--- src/rtl/display_scan_if.sv ---
// display_scan_if: bundles the time/date fields and selectors driven into the
// scan driver, together with the segment/digit lines it drives out.
//   master : field source (drives fields, Blink, Display; observes Seg, Dig)
//   slave  : display_scan (consumes fields, drives Seg, Dig)
// Signals:
//   Sec_Time[5:0], Min_Time[5:0], Hr_Time[4:0]      binary time fields
//   Day_Date[5:0], Mon_Date[3:0], Year_Date[6:0]    binary date fields
//   Blink[1:0]   pair being edited (00 none, 01 right, 10 middle, 11 left)
//   Display      page select (0 Hr/Min/Sec, 1 Year/Mon/Day)
//   Seg[7:0]     active-low segments, Seg[7] = dp, Seg[6:0] = g..a
//   Dig[5:0]     active-low digit enables, Dig[0] rightmost
interface display_scan_if;
  logic [5:0] Sec_Time;
  logic [5:0] Min_Time;
  logic [4:0] Hr_Time;
  logic [5:0] Day_Date;
  logic [3:0] Mon_Date;
  logic [6:0] Year_Date;
  logic [1:0] Blink;
  logic       Display;
  logic [7:0] Seg;
  logic [5:0] Dig;

  modport master (
    output Sec_Time, Min_Time, Hr_Time, Day_Date, Mon_Date, Year_Date, Blink, Display,
    input  Seg, Dig
  );

  modport slave (
    input  Sec_Time, Min_Time, Hr_Time, Day_Date, Mon_Date, Year_Date, Blink, Display,
    output Seg, Dig
  );
endinterface

--- src/rtl/display_scan.sv ---
// display_scan: six-digit multiplexed common-anode seven-segment driver.
// Converts the selected page (Hr/Min/Sec or Year/Mon/Day) to two-digit decimal
// per field and scans digits 0..5, one slot of SCAN_DIV clocks each. The first
// clock of every slot is blank to suppress ghosting. The field under edit is
// blanked on alternate BLINK_DIV-clock phases.
// Ports:
//   clk_32_768K  system clock, rising edge
//   Rst_n        synchronous active-low reset
//   bus          display_scan_if.slave (fields/selectors in, Seg/Dig out)
module display_scan #(
  parameter int unsigned SCAN_DIV  = 32,
  parameter int unsigned BLINK_DIV = 16384
) (
  input logic             clk_32_768K,
  input logic             Rst_n,
  display_scan_if.slave   bus
);

  localparam int unsigned ScanW  = (SCAN_DIV > 1) ? $clog2(SCAN_DIV) : 1;
  localparam int unsigned BlinkW = (BLINK_DIV > 1) ? $clog2(BLINK_DIV) : 1;
  localparam logic [ScanW-1:0]  ScanLast  = ScanW'(SCAN_DIV - 1);
  localparam logic [BlinkW-1:0] BlinkLast = BlinkW'(BLINK_DIV - 1);

  // Segment pattern for one decimal digit (active low, dp off).
  function automatic logic [7:0] seg7(input logic [3:0] d);
    logic [7:0] s;
    unique case (d)
      4'd0:    s = 8'hC0;
      4'd1:    s = 8'hF9;
      4'd2:    s = 8'hA4;
      4'd3:    s = 8'hB0;
      4'd4:    s = 8'h99;
      4'd5:    s = 8'h92;
      4'd6:    s = 8'h82;
      4'd7:    s = 8'hF8;
      4'd8:    s = 8'h80;
      4'd9:    s = 8'h90;
      default: s = 8'hFF;
    endcase
    return s;
  endfunction

  // Tens or units pattern of a field; out-of-range values show a dash.
  // Tens come from a repeated compare/subtract of ten (at most nine steps).
  function automatic logic [7:0] field_seg(input logic [6:0] v, input logic tens);
    logic [6:0] r;
    logic [3:0] t;
    logic [7:0] s;
    r = v;
    t = 4'd0;
    for (int i = 0; i < 9; i++) begin
      if (r >= 7'd10) begin
        r = r - 7'd10;
        t = t + 4'd1;
      end
    end
    if (v >= 7'd100) s = 8'hBF;
    else             s = seg7(tens ? t : r[3:0]);
    return s;
  endfunction

  // Scan state
  logic [ScanW-1:0]  slot_cnt_q, slot_cnt_d;
  logic [2:0]        idx_q, idx_d;
  // Blink state
  logic [BlinkW-1:0] blink_cnt_q, blink_cnt_d;
  logic              vis_q, vis_d;
  logic [1:0]        pblink_q;
  // Frame snapshot
  logic [5:0]        snap_sec_q, snap_min_q, snap_day_q;
  logic [4:0]        snap_hr_q;
  logic [3:0]        snap_mon_q;
  logic [6:0]        snap_year_q;
  logic              snap_disp_q;
  logic              snap_load;
  // Registered outputs
  logic [7:0]        seg_q, seg_d;
  logic [5:0]        dig_q, dig_d;

  logic [6:0]        field_v;
  logic [1:0]        pair_sel;
  logic              pair_blank;
  logic [7:0]        digit_seg;

  always_comb begin
    // idx_q[2:1]: 0 right pair, 1 middle pair, 2 left pair
    field_v = 7'd0;
    unique case (idx_q[2:1])
      2'd2:    field_v = snap_disp_q ? snap_year_q : {2'b00, snap_hr_q};
      2'd1:    field_v = snap_disp_q ? {3'b000, snap_mon_q} : {1'b0, snap_min_q};
      default: field_v = snap_disp_q ? {1'b0, snap_day_q} : {1'b0, snap_sec_q};
    endcase

    // Blink code of the pair containing the current digit: 01/10/11
    pair_sel   = idx_q[2:1] + 2'd1;
    pair_blank = (pblink_q != 2'b00) && !vis_q && (pair_sel == pblink_q);

    digit_seg = field_seg(field_v, idx_q[0]);
    if (idx_q == 3'd2 || idx_q == 3'd4) digit_seg[7] = 1'b0;

    if (slot_cnt_q == '0) begin
      seg_d = 8'hFF;
      dig_d = 6'h3F;
    end else begin
      seg_d = pair_blank ? 8'hFF : digit_seg;
      dig_d = ~(6'b000001 << idx_q);
    end

    snap_load = (slot_cnt_q == '0) && (idx_q == 3'd0);

    slot_cnt_d = slot_cnt_q + 1'b1;
    idx_d      = idx_q;
    if (slot_cnt_q == ScanLast) begin
      slot_cnt_d = '0;
      idx_d      = (idx_q == 3'd5) ? 3'd0 : idx_q + 3'd1;
    end

    // A change of edit selection restarts the phase with the field visible.
    blink_cnt_d = blink_cnt_q + 1'b1;
    vis_d       = vis_q;
    if (bus.Blink != pblink_q) begin
      blink_cnt_d = '0;
      vis_d       = 1'b1;
    end else if (blink_cnt_q == BlinkLast) begin
      blink_cnt_d = '0;
      vis_d       = ~vis_q;
    end
  end

  always_ff @(posedge clk_32_768K) begin
    if (!Rst_n) begin
      slot_cnt_q  <= '0;
      idx_q       <= 3'd0;
      blink_cnt_q <= '0;
      vis_q       <= 1'b1;
      pblink_q    <= 2'b00;
      snap_sec_q  <= '0;
      snap_min_q  <= '0;
      snap_hr_q   <= '0;
      snap_day_q  <= '0;
      snap_mon_q  <= '0;
      snap_year_q <= '0;
      snap_disp_q <= 1'b0;
      seg_q       <= 8'hFF;
      dig_q       <= 6'h3F;
    end else begin
      slot_cnt_q  <= slot_cnt_d;
      idx_q       <= idx_d;
      blink_cnt_q <= blink_cnt_d;
      vis_q       <= vis_d;
      pblink_q    <= bus.Blink;
      seg_q       <= seg_d;
      dig_q       <= dig_d;
      // Loaded during the blank cycle of slot 0, so a frame never tears.
      if (snap_load) begin
        snap_sec_q  <= bus.Sec_Time;
        snap_min_q  <= bus.Min_Time;
        snap_hr_q   <= bus.Hr_Time;
        snap_day_q  <= bus.Day_Date;
        snap_mon_q  <= bus.Mon_Date;
        snap_year_q <= bus.Year_Date;
        snap_disp_q <= bus.Display;
      end
    end
  end

  assign bus.Seg = seg_q;
  assign bus.Dig = dig_q;

endmodule
--- src/flat_wrapper.sv ---
// flat-port wrapper written by rule: the top's interface ports become plain ports
module display_scan_flat 
#(
  parameter int unsigned SCAN_DIV  = 32,
  parameter int unsigned BLINK_DIV = 16384
)
  (clk_32_768K, Rst_n, bus_Sec_Time, bus_Min_Time, bus_Hr_Time, bus_Day_Date, bus_Mon_Date, bus_Year_Date, bus_Blink, bus_Display, bus_Seg, bus_Dig);
  display_scan_if bus_i ();
  input logic clk_32_768K;
  input logic Rst_n;
  input wire logic [$bits(bus_i.Sec_Time)-1:0] bus_Sec_Time;
  input wire logic [$bits(bus_i.Min_Time)-1:0] bus_Min_Time;
  input wire logic [$bits(bus_i.Hr_Time)-1:0] bus_Hr_Time;
  input wire logic [$bits(bus_i.Day_Date)-1:0] bus_Day_Date;
  input wire logic [$bits(bus_i.Mon_Date)-1:0] bus_Mon_Date;
  input wire logic [$bits(bus_i.Year_Date)-1:0] bus_Year_Date;
  input wire logic [$bits(bus_i.Blink)-1:0] bus_Blink;
  input wire logic [$bits(bus_i.Display)-1:0] bus_Display;
  output wire logic [$bits(bus_i.Seg)-1:0] bus_Seg;
  output wire logic [$bits(bus_i.Dig)-1:0] bus_Dig;
  assign bus_i.Sec_Time = bus_Sec_Time;
  assign bus_i.Min_Time = bus_Min_Time;
  assign bus_i.Hr_Time = bus_Hr_Time;
  assign bus_i.Day_Date = bus_Day_Date;
  assign bus_i.Mon_Date = bus_Mon_Date;
  assign bus_i.Year_Date = bus_Year_Date;
  assign bus_i.Blink = bus_Blink;
  assign bus_i.Display = bus_Display;
  assign bus_Seg = bus_i.Seg;
  assign bus_Dig = bus_i.Dig;
  display_scan #(.SCAN_DIV(SCAN_DIV), .BLINK_DIV(BLINK_DIV)) u_core (.clk_32_768K(clk_32_768K), .Rst_n(Rst_n), .bus(bus_i));
endmodule
--- config.mk ---
export PLATFORM = sky130hd
export DESIGN_NAME = display_scan_flat
export DESIGN_NICKNAME = d
export VERILOG_FILES = /design/src/rtl/display_scan_if.sv /design/src/rtl/display_scan.sv /design/src/flat_wrapper.sv
export SDC_FILE = /design/constraint.sdc
export NUM_CORES = 1
export LEC_CHECK = 0
export CAP_MARGIN = 0
export CORE_MARGIN = 2
export CORE_UTILIZATION = 63
export CTS_BUF_LIST = sky130_fd_sc_hd__clkbuf_16
export CTS_CLUSTER_DIAMETER = 120
export DETAILED_ROUTE_END_ITERATION = 16
export GPL_ROUTABILITY_DRIVEN = 0
export PLACE_DENSITY = 0.87
export SYNTH_ARGS = -nofsm -noshare
export SYNTH_HDL_FRONTEND = slang
export SYNTH_SLANG_ARGS = --single-unit
export TNS_END_PERCENT = 20
--- constraint.sdc ---
create_clock -name clk_32_768K -period 21.8 [get_ports clk_32_768K]
set_input_delay 6.54 -clock clk_32_768K [delete_from_list [all_inputs] [get_ports clk_32_768K]]
set_output_delay 6.54 -clock clk_32_768K [all_outputs]
set_load 0.01 [all_outputs]
# == Word-level counts from Yosys, hierarchy flattened ==
# Memories as Yosys holds them, arrays and structs flattened.
# Cells that the tools add are included.
# word_totals
inputBits,39
ram_bits,0
word_cells,100
rom_bits,112
n_memories,1
regBits,74
latchBits,0
# mem_list
memory,depth,width,rd,rd_clocked_by_memory_dff,wr,line,rtl
(no name shown),16,7,1,0,0,display_scan.sv:27,unique case (d)
# op_classes
mul,0
magnitude_cmp,10
muxes,26
n_addsub,21
bitwise_logic,3
n_shift,1
div_mod_pow,0
n_reduce_logical,14
n_eq_ne,9
# op_table
op,n
$ge 7x4->1 const B,9
$mux 7,9
$sub 7x4->7 const B,8
$mux 4,10
$add 4x1->4 const B,7
$add 14x1->14 const B,1
$eq 14x14->1 const B,1
$pmux 7 s2,1
$mux 6,2
$mux 8,1
$ge 7x7->1 const B,1
$eq 3x3->1 const B,2
$not 6->6,1
$reduce_or 2->1,3
$reduce_or 3->1,2
$shl 1x3->6 const A,1
$add 5x1->5 const B,1
$eq 5x5->1 const B,1
$logic_not 5->1,1
$reduce_or 4->1,1
$sub 4x4->4 const B,1
$add 3x1->3 const B,1
$eq 3x2->1 const B,1
$logic_and 1x1->1,3
other kinds (13),15

# == Logic depth before layout (Yosys ltp) ==
# Gate-level depths: netlist of run 1.
# An unclocked memory read counts as a cell.
# depth
word_depth,24
mapped_depth,36
mapped_depth_nobuf,34

# == Worst setup path before layout of run 1 ==
# Ideal clock, no wire load.
# synth_timing
path_kind,flip-flop to flip-flop
startpoint,register u_core.idx_q[1]
endpoint,"register u_core.seg_q[3], in the netlist u_core.bus.Seg[3]"
arrival_ns,8.620
n_path_buf,3
setup_time_ns,0.139
path_slack_ns,13.041
stages_incl_launch_ff,35
path_cell_list,dfxtp_1 -> inv_1 -> ha_1 -> clkbuf_1 -> a222oi_1 -> inv_1 -> ha_1 -> buf_1 -> nand4_1 -> and4_1 -> or4_1 -> and3_1 -> nand3_1 -> mux2_2 -> o21ai_2 -> a31oi_4 -> o41a_1 -> nor3_2 -> buf_2 -> mux2_2 -> ha_1 -> a221oi_1 -> inv_1 -> ha_1 -> nand2_1 -> o21ai_0 -> ha_1 -> mux2_2 -> ha_1 -> nand2_1 -> o221ai_2 -> ha_1 -> a21boi_0 -> a221oi_1 -> o21ai_1
# synth_between
elab_chain_len,22
# synth_lines
element,line,rtl
"start, declared",display_scan.sv:64,"logic [2:0] idx_q, idx_d;"
"start signal, assigned",display_scan.sv:148,idx_q <= idx_d;
$eq 2x1->1 / $eq 2x2->1 (equally long branches),display_scan.sv:88,unique case (idx_q[2:1])
$pmux 7 s2,display_scan.sv:88,
$sub 7x4->7 / $ge 7x4->1 (equally long branches),"display_scan.sv:53, display_scan.sv:52",
$mux 7 / $mux 1 (equally long branches),display_scan.sv:52,if (r >= 7'd10) begin
"$sub 7x4->7, or another cell as far along",display_scan.sv:53,r = r - 7'd10;
$mux 7 / $mux 4 (equally long branches),display_scan.sv:52,
"$sub 7x4->7, or another cell as far along",display_scan.sv:53,
$mux 7 / $mux 4 (equally long branches),display_scan.sv:52,
[... 6 more ...],--,
"$sub 7x4->7, or another cell as far along",display_scan.sv:53,
$mux 7 / $mux 4 (equally long branches),display_scan.sv:52,
"$sub 7x4->7, or another cell as far along",display_scan.sv:53,
$mux 7 / $mux 4 (equally long branches),display_scan.sv:52,
"$ge 7x4->1, or another cell as far along",display_scan.sv:52,
$mux 4,display_scan.sv:52,
$mux 4,display_scan.sv:58,else s = seg7(tens ? t : r[3:0]);
$mem_v2 16x7,--,
"end signal, assigned",display_scan.sv:152,seg_q <= seg_d;
"end, declared",display_scan.sv:77,"logic [7:0] seg_q, seg_d;"
# Parallel ways exist; a longest one is shown, timed or not.
# A chain may end at the register's enable or synchronous reset.

# == Worst setup path after layout of run 1 ==
# Ends and elaborated chain as after synthesis.

==> out/metrics.yaml, run 1 <==
synthesis:
  ys_top_cells_by_area: "dfxtp_1 (26%), nand2_1 (7.2%), a21boi_0 (5.5%)"
  yosysMostFrequentCell: "nand2_1"
  syn_area_per_cell_um2: 8.10
  synth_commonest_cells: "nand2_1 (108), dfxtp_1 (74), nor2_1 (57)"
  synthesis.area_um2: 5650
  synth_flop_cell: "dfxtp_1"
  syn_inst: 697
  synth_top_area_cell: "dfxtp_1"
  ys_seq_area_share_pct: 26.2
  synthArstFlopShare_pct: 0
  yosys_warnings: 0
  ys_seq_elements: 74
  synth_edf_count: 0
  yosysUniqueCellTypes: 97
  synthesis.nets: 758
  yosysTopAreaCellShare_pct: 26.2
timing:
  setup_viol: 0
  period_needed_ns: 10.67
  tns_ns: 0
  clock_skew_ns: 0.00525
  slew_viol_final: 0
  worst_slack_ns: 11.13
  max_freq_ghz: 0.0937
  report.final.hold_viol_count: 0
  worstMarginPinSlew_ns: 1.04
  period_share_pct: 48.9
  slew_headroom_pct: 30.5
  grt_setup_unrepaired: "no"
job:
  maxCapViolCount: 0
clock_tree:
  clkLatencyLatePin_ns: 0.33
  numCtsBuffers: 9
  post-cts-setup-buffers: 0
  cts_max_path_buffers: 2
  root_buffer: "clkbuf_16"
  path_clk_slew_ns: 0.06
  cts_tree: "built"
  cts_max_level: 3
  cts_resized: 0
  clkSinkCount: 74
  hold_buffers: 0
worst_setup_path:
  cpMaxStageDelayCell: "a222oi_1"
  cp_max_fo: 17
  critPathMaxStageDelay_ns: 0.93
  worstPathRequired_ns: 21.98
  critical_path_buf_inv_count: 3
  end_kind: "register"
  path_delay_family: "compound AO/OA/AOI/OAI gates"
  crit_top_cell: "ha_1"
  cp.arrival_ns: 10.85
  critPathKind: "reg -> reg"
  cp-start-kind: "register"
global_routing:
  gr-total-overflow: 0
  grt_pass1_wl_um: 25100
  grt_pass1_vias: 5259
  grt_max_degree: 45
  grt_usage_pct: 30.7
  antenna_found_initial: 0
route:
  wl_um: 14600
  first_pass_iters: 6
  dr_wl_met2_um: 7250
  wl_met1_um: 6250
  drt_iter0_drc: 471
  ant_nets: 0
  dr_wl_met3_um: 765
  vias: 5494
  drc: 0
  viasPerCell: 6.49
  wl_per_cell_um: 17.2
  top_layer_used: "met4"
floorplan:
  io_pins: 53
  die_y_um: 98.7
  fp.coreArea_um2: 8720
  die_x_um: 98.7
  die-area_um2: 9730
  row_count: 34
  initial_utilization_pct: 64.7
layout:
  area_growth_pct: 15.1
  nets: 795
  drive_gt1_share_pct: 10.0
  diodes: 0
power_and_ir_drop:
  leakagePower_nw: 2.42
  power_density_nw_per_um2: 179
  ir_drop_mv: 0.109
status:
  status: "completed"
placed_design:
  place_hpwl_um: 10700
  place_ws_ns: 11.56
  io_buffers: 52
worst_hold_path:
  hold_path_class: "reg -> reg"
[metrics by stage]
| step | area (um^2) | power, mW | hold slack, ns | utilization [%] | cells |
|---|---|---|---|---|---|
| global route | 6500 | 1.26 | 0.491 | 74.5 | 847 |
| finish | 6500 | 1.16 | 0.460 | 74.5 | 847 |
| global placement | 6200 | 0.938 | 0.442 | 71.1 | 831 |
| CTS | 6500 | 1.14 | 0.466 | 74.5 | 847 |
| detailed placement | 6200 | 0.989 | 0.453 | 71.1 | 831 |
| floorplan | 5650 | 0.835 | 0.430 | - | 697 |
[worst reg2reg max path, delay by kind of cell, from the launching register on]
kind,cells,cell delay (ns)
adder cells (fa/ha/maj),7,2.71
buffers and inverters,3,0.51
AND/OR/NAND/NOR,8,1.98
AO/OA/AOI/OAI,12,4.11
flip-flops,1,0.47
multiplexers,2,0.72
[final timing paths]
kind	start	end	slack, ns	cells past startpoint
worst max-delay path	u_core.idx_q[1]$_SDFFE_PN0P_	u_core.bus.Seg[3]$_SDFF_PP1_	11.13	32
worst min-delay path	u_core.snap_sec_q[2]$_SDFFE_PN0P_	u_core.snap_sec_q[2]$_SDFFE_PN0P_	0.46	2
worst max register to register	u_core.idx_q[1]$_SDFFE_PN0P_	u_core.bus.Seg[3]$_SDFF_PP1_	11.13	32
worst min register to register	u_core.snap_sec_q[2]$_SDFFE_PN0P_	u_core.snap_sec_q[2]$_SDFFE_PN0P_	0.46	2
[power breakdown]
group	total, mW	leakage (nW)	internal [mW]	switching [mW]
combinational	0.859	1.66	0.343	0.516
sequential	0.154	0.606	0.147	0.00685
clock	0.148	0.150	0.0898	0.0582
total	1.16	2.42	0.580	0.581
[layout make-up]
class / instances / area (um^2)
clock inverter: 7 / 76.3
multi-input combinational: 571 / 3950
clock buffer: 9 / 225
inverter: 22 / 82.6
sequential: 74 / 1480
tap: 108 / 135
fill: 619 / 2220
timing repair buffer: 56 / 551
[flip-flops by register name, summed over array words and instances, names as in the netlist, 5 cells and up]
name	count
u_core.bus.Seg	8
u_core.bus.Dig	6
u_core.snap_year_q	7
u_core.snap_day_q	6
u_core.blink_cnt_q	14
u_core.snap_sec_q	6
u_core.snap_hr_q	5
u_core.slot_cnt_q	5
u_core.snap_min_q	6
[kinds of logic after synthesis]
logic type      synth area share (%)
simple gates                    23.9
compound gates                  28.7
flops                           26.2
buf+inv                         3.94
xor+xnor                        6.23
mux                             5.83
fa+ha+maj                       5.08
[layer usage]
metal | vias to the layer above | global-route usage [%]
li1 | 2657 | -
met1 | 2610 | 39.3
met2 | 196 | 54.0
met3 | 31 | 3.76
met4 | 0 | 9.38
met5 | - | 0
[placed cells by master (no fill, tap or decap), drive strengths merged, types with 5 or more instances in the layout]
cell,count
a311oi,6
ha,22
dfxtp,74
a21boi,42
nor3,18
and3,7
xnor2,23
nor2,58
o311ai,5
or3,8
nand3b,5
o21ai,28
a211oi,8
o31ai,10
nand3,35
nand4,7
o211a,5
clkbuf,9
mux2,20
and2,11
nor4,6
nand2,109
a21oi,16
mux2i,10
clkdlybuf4s50,52
xor2,11
nor2b,5
a31oi,8
o211ai,16
inv,24
No activity file was read; power rests on OpenSTA's default activity.
==> run 2: changes to the inputs <==
Settings changed: CORE_UTILIZATION 63 to 53, PLACE_DENSITY 0.87 to 0.78.
Clock period 21.8 ns to 8.9 ns, I/O delays scaled along.
==> run 2 against run 1 <==
Effect of this change:
- setup slack worse by 11 ns
- design area up 4.9%
- count of clock-buffer cells in the layout unchanged
- sequential power up 140%
- sequential cell count unchanged
- combinational power rose to 2.6 times the previous value
- die area up 18%
- utilization down 8.5 points
- critical endpoint is now u_core.bus.Seg[0]$_SDFF_PP1_
- largest power group unchanged
==> out/metrics.yaml, run 2 (synthesized netlist as in run 1, its figures left out) <==
status:
  status: "completed"
timing:
  whs_ns: 0.460
  setup_viol: 0
  period_share_pct: 96.4
  worst_slack_ns: 0.321
  tns_ns: 0
  slew_viol_final: 0
  clock_skew_ns: 0.00575
  max_freq_ghz: 0.117
  slew_headroom_pct: 48.1
  report.final.hold_viol_count: 0
  period_needed_ns: 8.58
  worstMarginPinSlew_ns: 0.772
placed_design:
  place_hpwl_um: 10700
  io_buffers: 52
  place_ws_ns: -0.128
worst_setup_path:
  crit_cells: 34
  worstPathRequired_ns: 9.08
  cp_max_fo: 15
  startpoint: "u_core.idx_q[1]$_SDFFE_PN0P_"
  r2r_slack_ns: 0.32
  end_kind: "register"
  cp.arrival_ns: 8.76
  critical_path_buf_inv_count: 4
  critPathKind: "reg -> reg"
  worstRegToRegCells: 34
  cp-start-kind: "register"
  path_delay_family: "adder cells"
  cpMaxStageDelayCell: "or4_1"
  critPathMaxStageDelay_ns: 0.44
  reg2reg_from: "u_core.idx_q[1]$_SDFFE_PN0P_"
  crit_top_cell: "ha_1"
layout:
  final_util_pct: 66.0
  diodes: 0
  fillCellCount: 824
  drive_gt1_share_pct: 14.2
  largest_reg_flops: 14
  regMostFlops: "u_core.blink_cnt_q"
  area_growth_pct: 20.8
  mostFrequentLayoutCells: "nand2_1 (108), dfxtp_1 (71), nor2_1 (57)"
  final_common_cell: "nand2_1"
  nets: 818
route:
  viasPerCell: 6.27
  ant_nets: 0
  wl_um: 15000
  drc: 0
  drt_iter0_drc: 620
  vias: 5631
  first_pass_iters: 5
  wl_per_cell_um: 16.7
floorplan:
  initial_utilization_pct: 54.7
  die_x_um: 107
  io_pins: 53
  row_count: 37
  die-area_um2: 11500
  fp.coreArea_um2: 10300
  die_y_um: 107
global_routing:
  grt_usage_pct: 26.1
  grt_max_degree: 45
  grt_pass1_wl_um: 24500
  grt_pass1_vias: 5298
  gr-total-overflow: 0
  antenna_found_initial: 0
clock_tree:
  cts_max_level: 3
  clkSinkCount: 74
  clkLatencyLatePin_ns: 0.33
  root_buffer: "clkbuf_16"
  cts_max_path_buffers: 2
  numCtsBuffers: 9
  cts_tree: "built"
  path_clk_slew_ns: 0.06
worst_hold_path:
  min_path_cells: 2
  hold_path_class: "reg -> reg"
  worstHoldStart: "u_core.snap_sec_q[1]$_SDFFE_PN0P_"
job:
  maxCapViolCount: 0
power_and_ir_drop:
  power_density_nw_per_um2: 444
  leakagePower_nw: 2.57
  totalPowerFinal_mw: 3.02
  ir_drop_mv: 0.264
## run 2: worst paths after layout
path / to
worst max-delay path: u_core.bus.Seg[0]$_SDFF_PP1_
worst min-delay path: u_core.snap_sec_q[1]$_SDFFE_PN0P_
worst max register to register: u_core.bus.Seg[0]$_SDFF_PP1_
worst min register to register: u_core.snap_sec_q[1]$_SDFFE_PN0P_
## run 2: power by group
group / internal [mW] / switching, mW / total (mW)
clock network: 0.271 / 0.133 / 0.404
logic: 0.954 / 1.29 / 2.25
registers: 0.361 / 0.0143 / 0.376
total: 1.59 / 1.44 / 3.02
## run 2: layer usage
metal | part of all wire (%) | up-vias | track usage [%]
li1 | - | 2714 | -
met1 | 42 | 2582 | 32.1
met2 | 49 | 282 | 44.1
met3 | 5.4 | 53 | 3.89
met4 | 2.8 | 0 | 13.0
met5 | 0 | - | 0
## run 2: final cells by class
cell class                      count  area (um^2)  area share (%)
Multi-Input combinational cell    571         4020            59.0
Sequential cell                    74         1490            21.8
Timing Repair Buffer               79          723            10.6
Clock buffer                        9          225            3.30
Tap cell                          136          170            2.50
Clock inverter                      7          110            1.61
Inverter                           22         82.6            1.21
## run 2: repair_timing
item / CTS / global route
pin swaps: 0 / 4
hold endpoints to repair: 0 / 0
hold buffers: 0 / 0
endpoints found under the setup margin: 4 / 7
buffers inserted: 1 / 7
gates resized for setup: 4 / 12
## run 2: tightest hold or removal path, stage by stage, from the launching register on
cell	delay, ns
dfxtp_1	0.30
nand2_1	0.04
a21boi_0	0.06
## run 2: per-stage QoR
stage          std cells  area, um^2
2_1_floorplan        697        5650
3_3_place_gp         874        6340
3_5_place_dp         874        6340
4_1_cts              891        6710
5_1_grt              898        6820
6_report             898        6820
==> RTL edit, RTL diff (config.mk and constraints of run 2) <==
`SCAN_DIV` is set to 32 in 2 places; all go to 64.
--- a/src/rtl/display_scan.sv
+++ b/src/rtl/display_scan.sv
@@ -8,7 +8,7 @@
 //   Rst_n        synchronous active-low reset
 //   bus          display_scan_if.slave (fields/selectors in, Seg/Dig out)
 module display_scan #(
-  parameter int unsigned SCAN_DIV  = 32,
+  parameter int unsigned SCAN_DIV  = 64,
   parameter int unsigned BLINK_DIV = 16384
 ) (
   input logic             clk_32_768K,
--- a/src/flat_wrapper.sv
+++ b/src/flat_wrapper.sv
@@ -1,7 +1,7 @@
 // flat-port wrapper written by rule: the top's interface ports become plain ports
 module display_scan_flat 
 #(
-  parameter int unsigned SCAN_DIV  = 32,
+  parameter int unsigned SCAN_DIV  = 64,
   parameter int unsigned BLINK_DIV = 16384
 )
   (clk_32_768K, Rst_n, bus_Sec_Time, bus_Min_Time, bus_Hr_Time, bus_Day_Date, bus_Mon_Date, bus_Year_Date, bus_Blink, bus_Display, bus_Seg, bus_Dig);
Behaviour: no difference found for any inputs over 4 cycles, from zero or initial values and one cycle with Rst_n low; that may be too few to reach the edited logic, so the function may still have changed.
==> RTL edit against run 2 <==
- synthesized area is 1.6% lower
- sequential cell count is 1 higher
- wire length is 9.5% lower
- via count is 6.1% lower
- global-route usage is 1.3 points lower
- setup slack better by 250 ps
- core utilization is 2.8 points lower
- maximum frequency is 3.0% higher
- final area is 5.1% lower
- largest cell class unchanged
Power is not compared: it rests on default switching activity, and its combinational part moved more than twofold at a synthesized area within 25%.
==> RTL edit: results (changes against run 2) <==
status - finished clean
post-synthesis compound-gate area fraction - 0.267 (-0.0209)
share of cells above drive strength 1 - 0.102 (-0.0396)
adder-cell share of the synthesized area - 0.0473 (-0.00343)
largest net degree at the start of global routing - 49 (+8.9%)
number of global-route vias before repair - 4966 (-6.3%)
Routed WL - 13600 um (-9.5%)
hold path depth - 1 (-1)
PortBufs - 52 (unchanged)
worst-path fanout max - 15 (unchanged)
final std cells w/o fill - 870 (-3.1%)
hold_sp - u_core.slot_cnt_q[0]
reg2reg end - u_core.bus.Seg[3]
initial DRC count - 389 (-37%)
Seq/Total Area, Yosys - 0.270 (+0.00798)
synth warn - 0 (unchanged)
ranking of synthesized cells by area - dfxtp_1, nand2_1, a21boi_0, ha_1, xnor2_1
# diodes - 0 (unchanged)
via count - 5285 (-6.1%)
WP data arrival - 8540 ps (-220 ps)
global-route wire length before repair - 23100 um (-5.8%)
critical path class - flop to flop
HP Class - flop to flop
synth unique cells - 86 (-11%)
Clk pin slew, worst setup/hold paths - 60 ps (about the same)
core area - 10200 um2 (-0.90%)
most instantiated cells after synthesis - nand2_1, dfxtp_1, nor2_1, a21boi_0, nand3_1
critical path's largest stage delay - 510 ps (+70 ps)
Slew @ Worst Pin - 1120 ps (+350 ps)
hold worst-path end - u_core.slot_cnt_q[0]
CP max stage cell - dfxtp_1
post-DP HPWL - 9970 um (-6.8%)
Layout Skew - 7.79 ps (+2.04 ps)
WHS - 464 ps (+3.38 ps)
Fillers - 876 (+6.3%)
placed cells - 854 (-2.3%)
count of endpoints failing setup in the final report - 0 (unchanged)
Mapped Nets - 752 (-0.79%)
drt pass-1 iters - 6 (+1)
area post-placement - 6130 um2 (-3.4%)
Cell Pwr Density - 231 nW/um2
Clock Latency Late Sink - 330 ps (about the same)
post-synthesis mux area share - 0.0653 (+0.00706)
max FFs per register - 14 (unchanged)
syn_area_per_cell - 8.02 um2 (-0.93%)
CTS Root Buffer Type - clkbuf_16
post-place setup slack - 178 ps (+306 ps)
NumNets Final - 789 (-3.5%)
GRT Util Overall - 0.248 (-0.0128)
post-CTS setup buffer count - 0 (-1)
f_max - 120 MHz (+3.0%)
XOR/XNOR Fraction of Synth Area - 0.0721 (+0.00983)
fin. max-slew vios - 0 (unchanged)
Register-to-Register Path Depth - 31 (-8.8%)
Post-synth EDFFs - 0 (unchanged)
[RTL edit: repair_timing]
| item | in CTS | in global routing |
|---|---|---|
| endpoints found under the setup margin | 0 | 7 |
| endpoints found under the hold margin | 0 | 0 |
| gates resized for setup | 0 | 6 |
[RTL edit: area by class of cell]
type	count	share of cell area
Clock inverter	7	0.0145
Tap cell	136	0.0263
Inverter	19	0.0110
Timing Repair Buffer	58	0.0874
Multi-Input combinational cell	566	0.594
Clock buffer	9	0.0348
Sequential cell	75	0.232
[RTL edit: report_power, final]
group          internal [mW]  leakage, nW  switching, mW  total [mW]
Combinational          0.298         1.66          0.436       0.733
Sequential             0.367        0.614         0.0152       0.382
Clock                  0.245        0.157          0.137       0.382
Total                  0.909         2.43          0.588        1.50
[RTL edit: routing by layer]
layer  track usage  share of wire  routed length, um
met1         0.323           0.45               6080
met2         0.411           0.48               6440
met3        0.0325          0.052                708
met4         0.106          0.024                331
met5             0              0                  0
